**src/rtl/pwm_multi_ch.sv**
```systemverilog
// N-channel PWM: a shared sawtooth/triangle counter feeds NCH comparators; duties double-buffered to the period boundary.
// Latency: pwm_sig registered one cycle behind cnt, strobes combinational from cnt; no backpressure, duty_load always accepted.
module pwm_multi_ch #(
    parameter int WIDTH = 11,
    parameter int NCH   = 3,
    parameter int BLANK = 255
) (
    input  logic                   clk,
    input  logic                   rst,
    input  logic                   en,
    input  logic                   center_mode,
    input  logic [NCH*WIDTH-1:0]   duty_flat,
    input  logic                   duty_load,
    output logic                   duty_pending,
    output logic [NCH-1:0]         pwm_sig,
    output logic                   pwm_synch,
    output logic                   ovr_i_blank_n
);

    localparam logic [WIDTH-1:0] L_MAX   = '1;
    localparam logic [WIDTH-1:0] L_ONE   = WIDTH'(1);
    localparam logic [WIDTH-1:0] L_BLANK = WIDTH'(BLANK);

    logic [WIDTH-1:0]     r_cnt;
    logic                 r_dir_down;
    logic [NCH*WIDTH-1:0] r_pending;
    logic [NCH*WIDTH-1:0] r_active;
    logic                 r_duty_pending;
    logic [NCH-1:0]       r_pwm;

    logic                 w_boundary;
    logic [NCH*WIDTH-1:0] w_next_active;

    assign w_boundary    = en && (r_cnt == L_MAX);
    assign w_next_active = duty_load ? duty_flat : r_pending;

    // The mode only matters when leaving MAX, so center_mode is sampled there and
    // the direction bit carries it for the rest of the period.
    always_ff @(posedge clk) begin
        if (rst || !en) begin
            r_cnt      <= '0;
            r_dir_down <= 1'b0;
        end else if (w_boundary) begin
            if (center_mode) begin
                r_cnt      <= L_MAX - L_ONE;
                r_dir_down <= 1'b1;
            end else begin
                r_cnt      <= '0;
                r_dir_down <= 1'b0;
            end
        end else if (r_dir_down) begin
            r_cnt <= r_cnt - L_ONE;
            if (r_cnt == L_ONE) begin
                r_dir_down <= 1'b0;
            end
        end else begin
            r_cnt <= r_cnt + L_ONE;
        end
    end

    always_ff @(posedge clk) begin
        if (rst) begin
            r_pending      <= '0;
            r_active       <= '0;
            r_duty_pending <= 1'b0;
        end else begin
            if (duty_load) begin
                r_pending <= duty_flat;
            end
            if (!en || w_boundary) begin
                r_active       <= w_next_active;
                r_duty_pending <= 1'b0;
            end else if (duty_load) begin
                r_duty_pending <= 1'b1;
            end
        end
    end

    // cnt == MAX never compares below any duty, so the boundary swap cannot glitch.
    always_ff @(posedge clk) begin
        if (rst || !en) begin
            r_pwm <= '0;
        end else begin
            for (int i = 0; i < NCH; i++) begin
                r_pwm[i] <= (r_cnt < r_active[i*WIDTH +: WIDTH]);
            end
        end
    end

    assign duty_pending  = r_duty_pending;
    assign pwm_sig       = r_pwm;
    assign pwm_synch     = !rst && w_boundary;
    assign ovr_i_blank_n = !rst && en && (r_cnt > L_BLANK);

endmodule

```
**config.mk**
```make
export PLATFORM = sky130hd
export DESIGN_NAME = pwm_multi_ch
export DESIGN_NICKNAME = d
export VERILOG_FILES = /design/src/rtl/pwm_multi_ch.sv
export SDC_FILE = /design/constraint.sdc
export NUM_CORES = 1
export LEC_CHECK = 0
export BUFFER_PORTS_ARGS = -buffer_cell sky130_fd_sc_hd__buf_2
export CORE_UTILIZATION = 50
export CTS_CLUSTER_DIAMETER = 120
export CTS_CLUSTER_SIZE = 24
export DETAILED_ROUTE_END_ITERATION = 12
export MAX_ROUTING_LAYER = met4
export PLACE_DENSITY = 0.78
export SYNTH_ARGS = -nofsm -noshare
export SYNTH_HDL_FRONTEND = slang
export SYNTH_SLANG_ARGS = --single-unit
```
**constraint.sdc**
```tcl
create_clock -name clk -period 1.8 [get_ports clk]
set_input_delay 0.27 -clock clk [delete_from_list [all_inputs] [get_ports clk]]
set_output_delay 0.27 -clock clk [all_outputs]
set_load 0.05 [all_outputs]
```
Word-level counts from Yosys, hierarchy flattened
Cells that the tools add are included. Widths: inputs -> output; s select.

Flip-flop bits (word level): 82. Input bits: 38. Output and inout port bits: 6. Word-level logic and storage cells: 31.

Add/sub/neg operators: 2. $lt $le $gt $ge: 4. Eq/ne operators: 2. Muxes and demuxes: 8. Reductions and logical operators: 9.

Operators with widths (number): $lt 11x11->1 (3); $mux 11 (3); $mux 33 (1); $add 11x1->11 const B (1); $eq 11x1->1 const B (1); $eq 11x11->1 const B (1); $gt 11x8->1 const B (1); $sub 11x1->11 const B (1); $logic_and 1x1->1 (4); $mux 1 (4); $logic_not 1->1 (2); $logic_or 1x1->1 (2); $reduce_or 2->1 (1).

Logic depth before layout (Yosys ltp)
Gate-level depths: netlist of run 1.

Word-level depth: 4. Depth in mapped cells: 7. Gate-level depth less buffers: 6.

Worst setup path before layout of run 1
Ideal clock, no wire load.

Path type: register to output. Start: reg r_cnt[1]. End: out pwm_synch. Arrival: 1.988 ns. Data required time: 1.530 ns. Path slack: -0.458 ns. Stages on the path, launching flop included: 6. Buffers on the path: 1. Cell sequence: dfxtp_1 -> ha_1 -> nand4_1 -> or3_1 -> buf_6 -> nor2_1.

Cells in the longest elaborated chain, start to end: 3.

RTL lines: from (decl) (RTL line 24) `logic [WIDTH-1:0] r_cnt;`; from (signal assigned) (RTL line 45) `r_cnt <= L_MAX - L_ONE;`; from (signal assigned) (RTL line 52) `r_cnt <= r_cnt - L_ONE;`; from (signal assigned) (RTL line 57) `r_cnt <= r_cnt + L_ONE;`; $eq 11x11->1 (RTL line 34) `assign w_boundary = en && (r_cnt == L_MAX);`; $logic_and 1x1->1 (RTL line 34); $logic_and 1x1->1 (RTL line 92) `assign pwm_synch = !rst && w_boundary;`; to (decl) (RTL line 16) `output logic pwm_synch,`.

No other way between the ends.

Worst setup path after layout of run 1
Same ends and word-level chain as after synthesis.

==> results of run 1 <==
[worst max-delay path, stage by stage, from the launching register on]
cell and delay [ns]:
sky130_fd_sc_hd__dfxtp_4 0.37, sky130_fd_sc_hd__ha_4 0.14, sky130_fd_sc_hd__nand4_1 0.10, sky130_fd_sc_hd__or3_4 0.37, sky130_fd_sc_hd__nor2_4 0.09, sky130_fd_sc_hd__buf_6 0.16
[kinds of logic after synthesis]
group	Yosys count
simple gates	94
flops	82
xor+xnor	6
fa+ha+maj	33
mux	35
buf+inv	59
compound gates	77
[power groups by stage]
stage / clock network (W) / registers, W / logic (W)
floorplan: 0 / 0.00203 / 0.000293
global placement: 0 / 0.00201 / 0.000407
detailed placement: 0 / 0.00202 / 0.000430
CTS: 0.00125 / 0.00198 / 0.000442
global route: 0.00131 / 0.00199 / 0.000528
finish: 0.00124 / 0.00197 / 0.000479
[sequential cells by signal (all words and copies together) (netlist names)]
register	cells
r_active	33
r_pending	33
r_cnt	11
pwm_sig	3
duty_pending	1
r_dir_down	1
[stage by stage]
step | setup TNS, ns | util [%] | hold WS [ns] | cell area (um^2) | instances
after floorplan | -0.009620 | - | 0.4568 | 3924 | 386
after global placement | -0.09692 | 58.30 | 0.4556 | 4319 | 536
after detailed placement | -0.1956 | 58.30 | 0.4729 | 4319 | 536
after CTS | -0.2087 | 61.75 | 0.1777 | 4574 | 554
after global routing | -0.2131 | 63.47 | 0.1982 | 4702 | 558
final | -0.1161 | 63.47 | 0.1859 | 4702 | 558
[metal layers]
layer	part of all wire, %	vias up	routed length, um	global-route usage, %
met1	47	1477	4254	28.54
met5	0	-	0	-
met4	1.8	0	162	9.409
met2	48	57	4312	36.77
li1	-	1513	-	-
met3	3.2	19	289	4.882
[Yosys cell counts (all sizes together), types with 2 or more instances]
library cell  instances
nand2b                6
ha                   33
nand4b                2
a211oi                3
a2111oi               3
dfxtp                82
nand3                 6
clkbuf                7
xnor2                 4
nand2                 5
mux2i                35
nand4                 4
a21oi                12
inv                  37
a21o                  3
or4                   2
nor2b                 3
nor4                  4
xor2                  2
o2111a                3
nor2                 43
nand3b                2
o221ai                3
buf                  15
o21ai                 9
a31oi                 2
nor3                  3
o22a                 33
or3                   5
and4                  3
nor4b                 2
[layout make-up]
cell class                 count  share of cell area [%]
clock buffer                  11                   3.007
tap                           99                   2.634
multi-input combinational    246                   44.15
inverter                      37                   2.954
clock inverter                 5                  0.7983
sequential                    82                   35.26
timing repair buffer          78                   11.20
[path summary, 6_finish.rpt]
path              depth (start not counted)                 startpoint                   endpoint  slack, ns
setup / recovery                          5        r_cnt[1]$_SDFF_PN0_                  pwm_synch      -0.07
hold / removal                            3              duty_flat[15]   r_pending[15]$_SDFF_PP0_       0.19
setup reg to reg                          6        r_cnt[4]$_SDFF_PN0_      pwm_sig[0]$_SDFF_PN0_       0.02
hold reg to reg                           2  duty_pending$_SDFFE_PP0P_  duty_pending$_SDFFE_PP0P_       0.48
[repair_timing]
item                                    4_1_cts  5_1_grt
setup buffers                                 2        3
endpoints found under the setup margin        4       38
cloned                                        0        1
hold buffers                                  0        0
resized for setup                            15       20
pin swaps                                     6        8
[layout by cell type (no fill, tap or decap), drive strengths merged, types with 2 or more instances in the layout]
cell type	Yosys	routed
xor2	2	2
o221ai	3	3
o22a	33	33
ha	33	33
nor2b	3	3
dfxtp	82	82
nand2b	6	6
clkinvlp	0	2
nor3	3	3
a21o	3	3
or4	2	2
nand3	6	6
buf	15	78
nor4	4	4
a2111oi	3	3
and4	3	3
a31oi	2	2
nand3b	2	2
nor2	43	43
mux2i	35	35
nand4b	2	2
or3	5	5
a21oi	12	12
nand4	4	4
o21ai	9	9
o2111a	3	3
inv	37	38
a211oi	3	3
clkbuf	7	11
nor4b	2	2
clkinv	0	2
nand2	5	6
xnor2	4	4
==> impl_metrics.ini, run 1 <==
[outcome]
outcome = finished with violations
violations = setup timing

[layout]
synthToLayoutAreaGrowth_pct = 20.45
num-fill-cells = 618
multi_input_comb_area_mm2 = 0.002076
layout.area.seq_mm2 = 0.001658
final_layout_size_suffix_gt1_share_pct = 27.45
final_net_count = 525
antenna_cells = 0

[timing]
finalCritPeriodShare_pct = 103.9
rsz0062_at_grt = yes
setup_skew_ns = 0.01423
finalWorstSetupSlack_ns = -0.06994
layout_min_cycle_time_ns = 1.870
setup_violations = 2
maxSlewHeadroom_pct = 73.93
worstMarginPinSlew_ns = 0.3880
maxClockFrequency_mhz = 534.8
finalHoldViolCount = 0
slew_violations = 0

[worst_setup_path]
cp_data_required_time_ns = 1.53
worst-endpoint-arrival_ns = 1.60
worstPathMaxFanout = 3
start_kind = flip-flop
class_of_the_most_critical_setup_path = flip-flop to primary output
critical_path.endpoint_type = primary output

[place]
port-buffer-count = 43
dp_hpwl_um = 6215
place_ws_ns = -0.1508
globalplace.congestion = 0.8447

[floorplanning]
die_height_um = 90.36
ioPinCount = 44
die_w_um = 90.36
core_area_mm2 = 0.007408
starting_density_of_the_core_pct = 52.69
die-area_mm2 = 0.008165
num_rows = 31

[clocking]
h-tree-depth = 3
cts_max_path_buffers = 2
cts.clk_slew.worst_paths_ns = 0.09
tritoncts = built
cts.sinks = 82
clk-insertion-delay-late_ns = 0.37
cts_inserted_buffers = 9
ctsRootBufferMaster = sky130_fd_sc_hd__clkbuf_8

[detailed_routing]
viasPerCell = 5.495
wl_per_cell_um = 16.16
wl_um = 9017
antenna_left = 0
routed-via-count = 3066
detail_route.drc_violations = 0
drt_first_iter_violations = 143
drt_pre_antenna_iters = 5

[global_routing]
global_route.overflow_total = 0
grt_max_degree = 35
grt_first_pass_wirelength_um = 14460
grt_pass1_vias = 3020
antenna_found_initial = 0
grt_use_total_pct = 23.10

[synthesis]
ys_warn_count = 0
synth_compound_gate_area_share_pct = 15.32
postSynthCellCount = 386
synthesis.nets = 457
sequential_fraction_of_the_synthesis_area_pct = 42.05
synth_top_family_by_area = compound AO/OA/AOI/OAI gates
synth_mux_area_share_pct = 8.974
share_of_the_synthesized_area_in_the_top_cell_type_pct = 42.05
synthFlopType = sky130_fd_sc_hd__dfxtp_1
netlist-cell-type-count = 50
synth_simple_gate_area_share_pct = 13.46
postSynthRegisterBits = 82
syn-cell-area_mm2 = 0.003904
synth_edf_count = 0
synth_async_sr_flop_share_pct = 0
synth.area.top_cells = sky130_fd_sc_hd__dfxtp_1 (42%), sky130_fd_sc_hd__ha_1 (11%), sky130_fd_sc_hd__mux2i_1 (9.0%), sky130_fd_sc_hd__o22a_1 (7.4%), sky130_fd_sc_hd__nor2_1 (4.1%)
avgSynthCellArea_um2 = 10.11
synth_xor_area_share_pct = 1.346
synth_top_area_cell = sky130_fd_sc_hd__dfxtp_1
synth-adder-area-share_pct = 10.58

[run]
drv_cap = 0

[pwr]
highest_ir_drop_seen_on_vdd_mv = 0.6084
switching_power_w = 0.0009952
p_int_w = 0.002696
power_frac_seq_pct = 53.5
clockPowerShare_pct = 33.5
power_leakage_nw = 2.184
power_w = 0.003691
cellPowerDensity_mw_per_mm2 = 785.0
netSwitchingFraction_pct = 26.96
comb_power_share_pct = 13.0

[hold_path]
min-delay-path-class = input port to flip-flop
Note: power is estimated with default switching activity, not from simulation.
==> run 2, diff against run 1 <==
Settings changed: CORE_UTILIZATION 50 to 49, PLACE_DENSITY 0.78 to 0.76, RECOVER_POWER from default to 50.
Clock period 1.8 ns to 1.51 ns, I/O delays scaled along.
==> impl_metrics.ini, run 2 (synthesis gave the netlist of run 1 again) <==
[global_routing]
grt_use_total_pct = 24.55
global_route.overflow_total = 0
grt_pass1_vias = 3285
grt_first_pass_wirelength_um = 15630
antenna_found_initial = 0
grt_max_degree = 35

[timing]
rsz0062_at_grt = yes
setup_skew_ns = 0.01098
setup_violations = 46
finalHoldViolCount = 0
maxClockFrequency_mhz = 535.4
slew_violations = 0
hold_ws_ns = 0.1528
maxSlewHeadroom_pct = 27.64
worstMarginPinSlew_ns = 1.085
finalWorstSetupSlack_ns = -0.3578
layout_min_cycle_time_ns = 1.868
finalCritPeriodShare_pct = 123.7
totalNegativeSetupSlack_ns = -6.223

[floorplanning]
core_area_mm2 = 0.007727
starting_density_of_the_core_pct = 50.52
ioPinCount = 44
num_rows = 32
die_w_um = 91.26
die-area_mm2 = 0.008327
die_height_um = 91.26

[worst_setup_path]
class_of_the_most_critical_setup_path = flip-flop to primary output
r2r_start = r_cnt[0]$_SDFF_PP0_
worstPathMaxFanout = 2
cp_data_required_time_ns = 1.28
critical_path.most_common_cell = sky130_fd_sc_hd__buf_6
worst-path-buf-inv = 2
cpMaxStageDelayCell = sky130_fd_sc_hd__dfxtp_4
crit_start = r_cnt[1]$_SDFF_PN0_
critical_path.endpoint_type = primary output
path_cells = ha_4, buf_6, or3_4, a21oi_4, buf_6
start_kind = flip-flop
critical_path_cell_count = 5
worst-endpoint-arrival_ns = 1.64
critical-path-top-delay-family = flip-flops
crit_path_max_incr_delay_ns = 0.37
timing.reg2reg.worst_path_depth = 9

[outcome]
outcome = finished with violations
violations = setup timing

[clocking]
tritoncts = built
post_cts_hold_buffer_count = 0
cts_inserted_buffers = 9
cts.clk_slew.worst_paths_ns = 0.09
h-tree-depth = 3
clk-insertion-delay-late_ns = 0.36
cts_max_path_buffers = 2
ctsRootBufferMaster = sky130_fd_sc_hd__clkbuf_8
cts.sinks = 82

[detailed_routing]
wl_per_cell_um = 18.19
routed-via-count = 3362
drt_first_iter_violations = 173
drt_pre_antenna_iters = 5
wl_um = 10710
antenna_left = 0
detail_route.drc_violations = 0
viasPerCell = 5.708

[layout]
layout.area.seq_mm2 = 0.001664
num-fill-cells = 546
final_net_count = 553
largest_regs = r_active (33), r_pending (33), r_cnt (11)
multi_input_comb_area_mm2 = 0.002420
final_layout_size_suffix_gt1_share_pct = 39.01
antenna_cells = 0
most-common-layout-cells = sky130_fd_sc_hd__dfxtp_1 (74), sky130_fd_sc_hd__nor2_1 (41), sky130_fd_sc_hd__buf_2 (41)
synthToLayoutAreaGrowth_pct = 37.31
layout_commonest_cell = sky130_fd_sc_hd__dfxtp_1
post_layout_nonfiller_instances = 589

[pwr]
power_w = 0.004546
power_leakage_nw = 2.404
cellPowerDensity_mw_per_mm2 = 848.2
highest_ir_drop_seen_on_vdd_mv = 0.5691

[hold_path]
holdPathStages = 3
worst_hold_startpoint = duty_flat[19]
min-delay-path-class = input port to flip-flop

[place]
numPlacedInstances = 549
globalplace.congestion = 0.8937
dp_hpwl_um = 6035
port-buffer-count = 43

[run]
drv_cap = 0
-- run 2: power by group --
| part | leakage (nW) | internal, W | total [W] | switching (W) |
|---|---|---|---|---|
| registers | 0.683 | 0.00229 | 0.00235 | 0.0000643 |
| clock network | 0.0955 | 0.000664 | 0.00153 | 0.000863 |
| logic | 1.63 | 0.000320 | 0.000665 | 0.000344 |
-- run 2: metrics by stage --
stage / area [um^2] / util (%) / worst slack, ns
CTS: 5054 / 65.40 / -0.3855
finish: 5360 / 69.37 / -0.3578
detailed placement: 4442 / 57.48 / -0.3064
global placement: 4442 / 57.48 / -0.2623
floorplan: 3956 / - / -0.1549
global route: 5360 / 69.37 / -0.3944
-- run 2: path summary, 6_finish.rpt --
kind	end	slack (ns)
worst max-delay path	ovr_i_blank_n	-0.36
worst min-delay path	r_pending[19]$_SDFF_PP0_	0.15
worst min register to register	duty_pending$_SDFFE_PP0P_	0.48
worst max register to register	r_cnt[6]$_SDFF_PN0_	-0.29
-- run 2: what timing repair did --
action,in CTS,in global routing
setup endpoints to repair,50,51
gates resized for setup,58,51
setup buffers,11,11
pin swaps,29,25
gates cloned,4,0
-- run 2: tightest hold or removal path, delay by kind of cell --
kind / cells / cell delay, ns
buffers and inverters: 1 / 0.07
and+or+nand+nor: 1 / 0.11
muxes: 1 / 0.06
-- run 2: area by class of cell --
| cell class | instances | area share (%) |
|---|---|---|
| clock buffer | 10 | 2.568 |
| multi-input combinational | 249 | 45.14 |
| sequential | 82 | 31.05 |
| inverter | 37 | 2.638 |
| timing repair buffer | 103 | 15.34 |
| clock inverter | 6 | 0.8870 |
| tap | 102 | 2.381 |
-- run 2: metal layers --
metal	up-vias	global-route usage [%]	wire length [um]
met5	-	-	0
met3	31	4.774	509
met1	1639	29.56	4470
li1	1580	-	-
met4	0	11.38	350
met2	112	39.65	5380
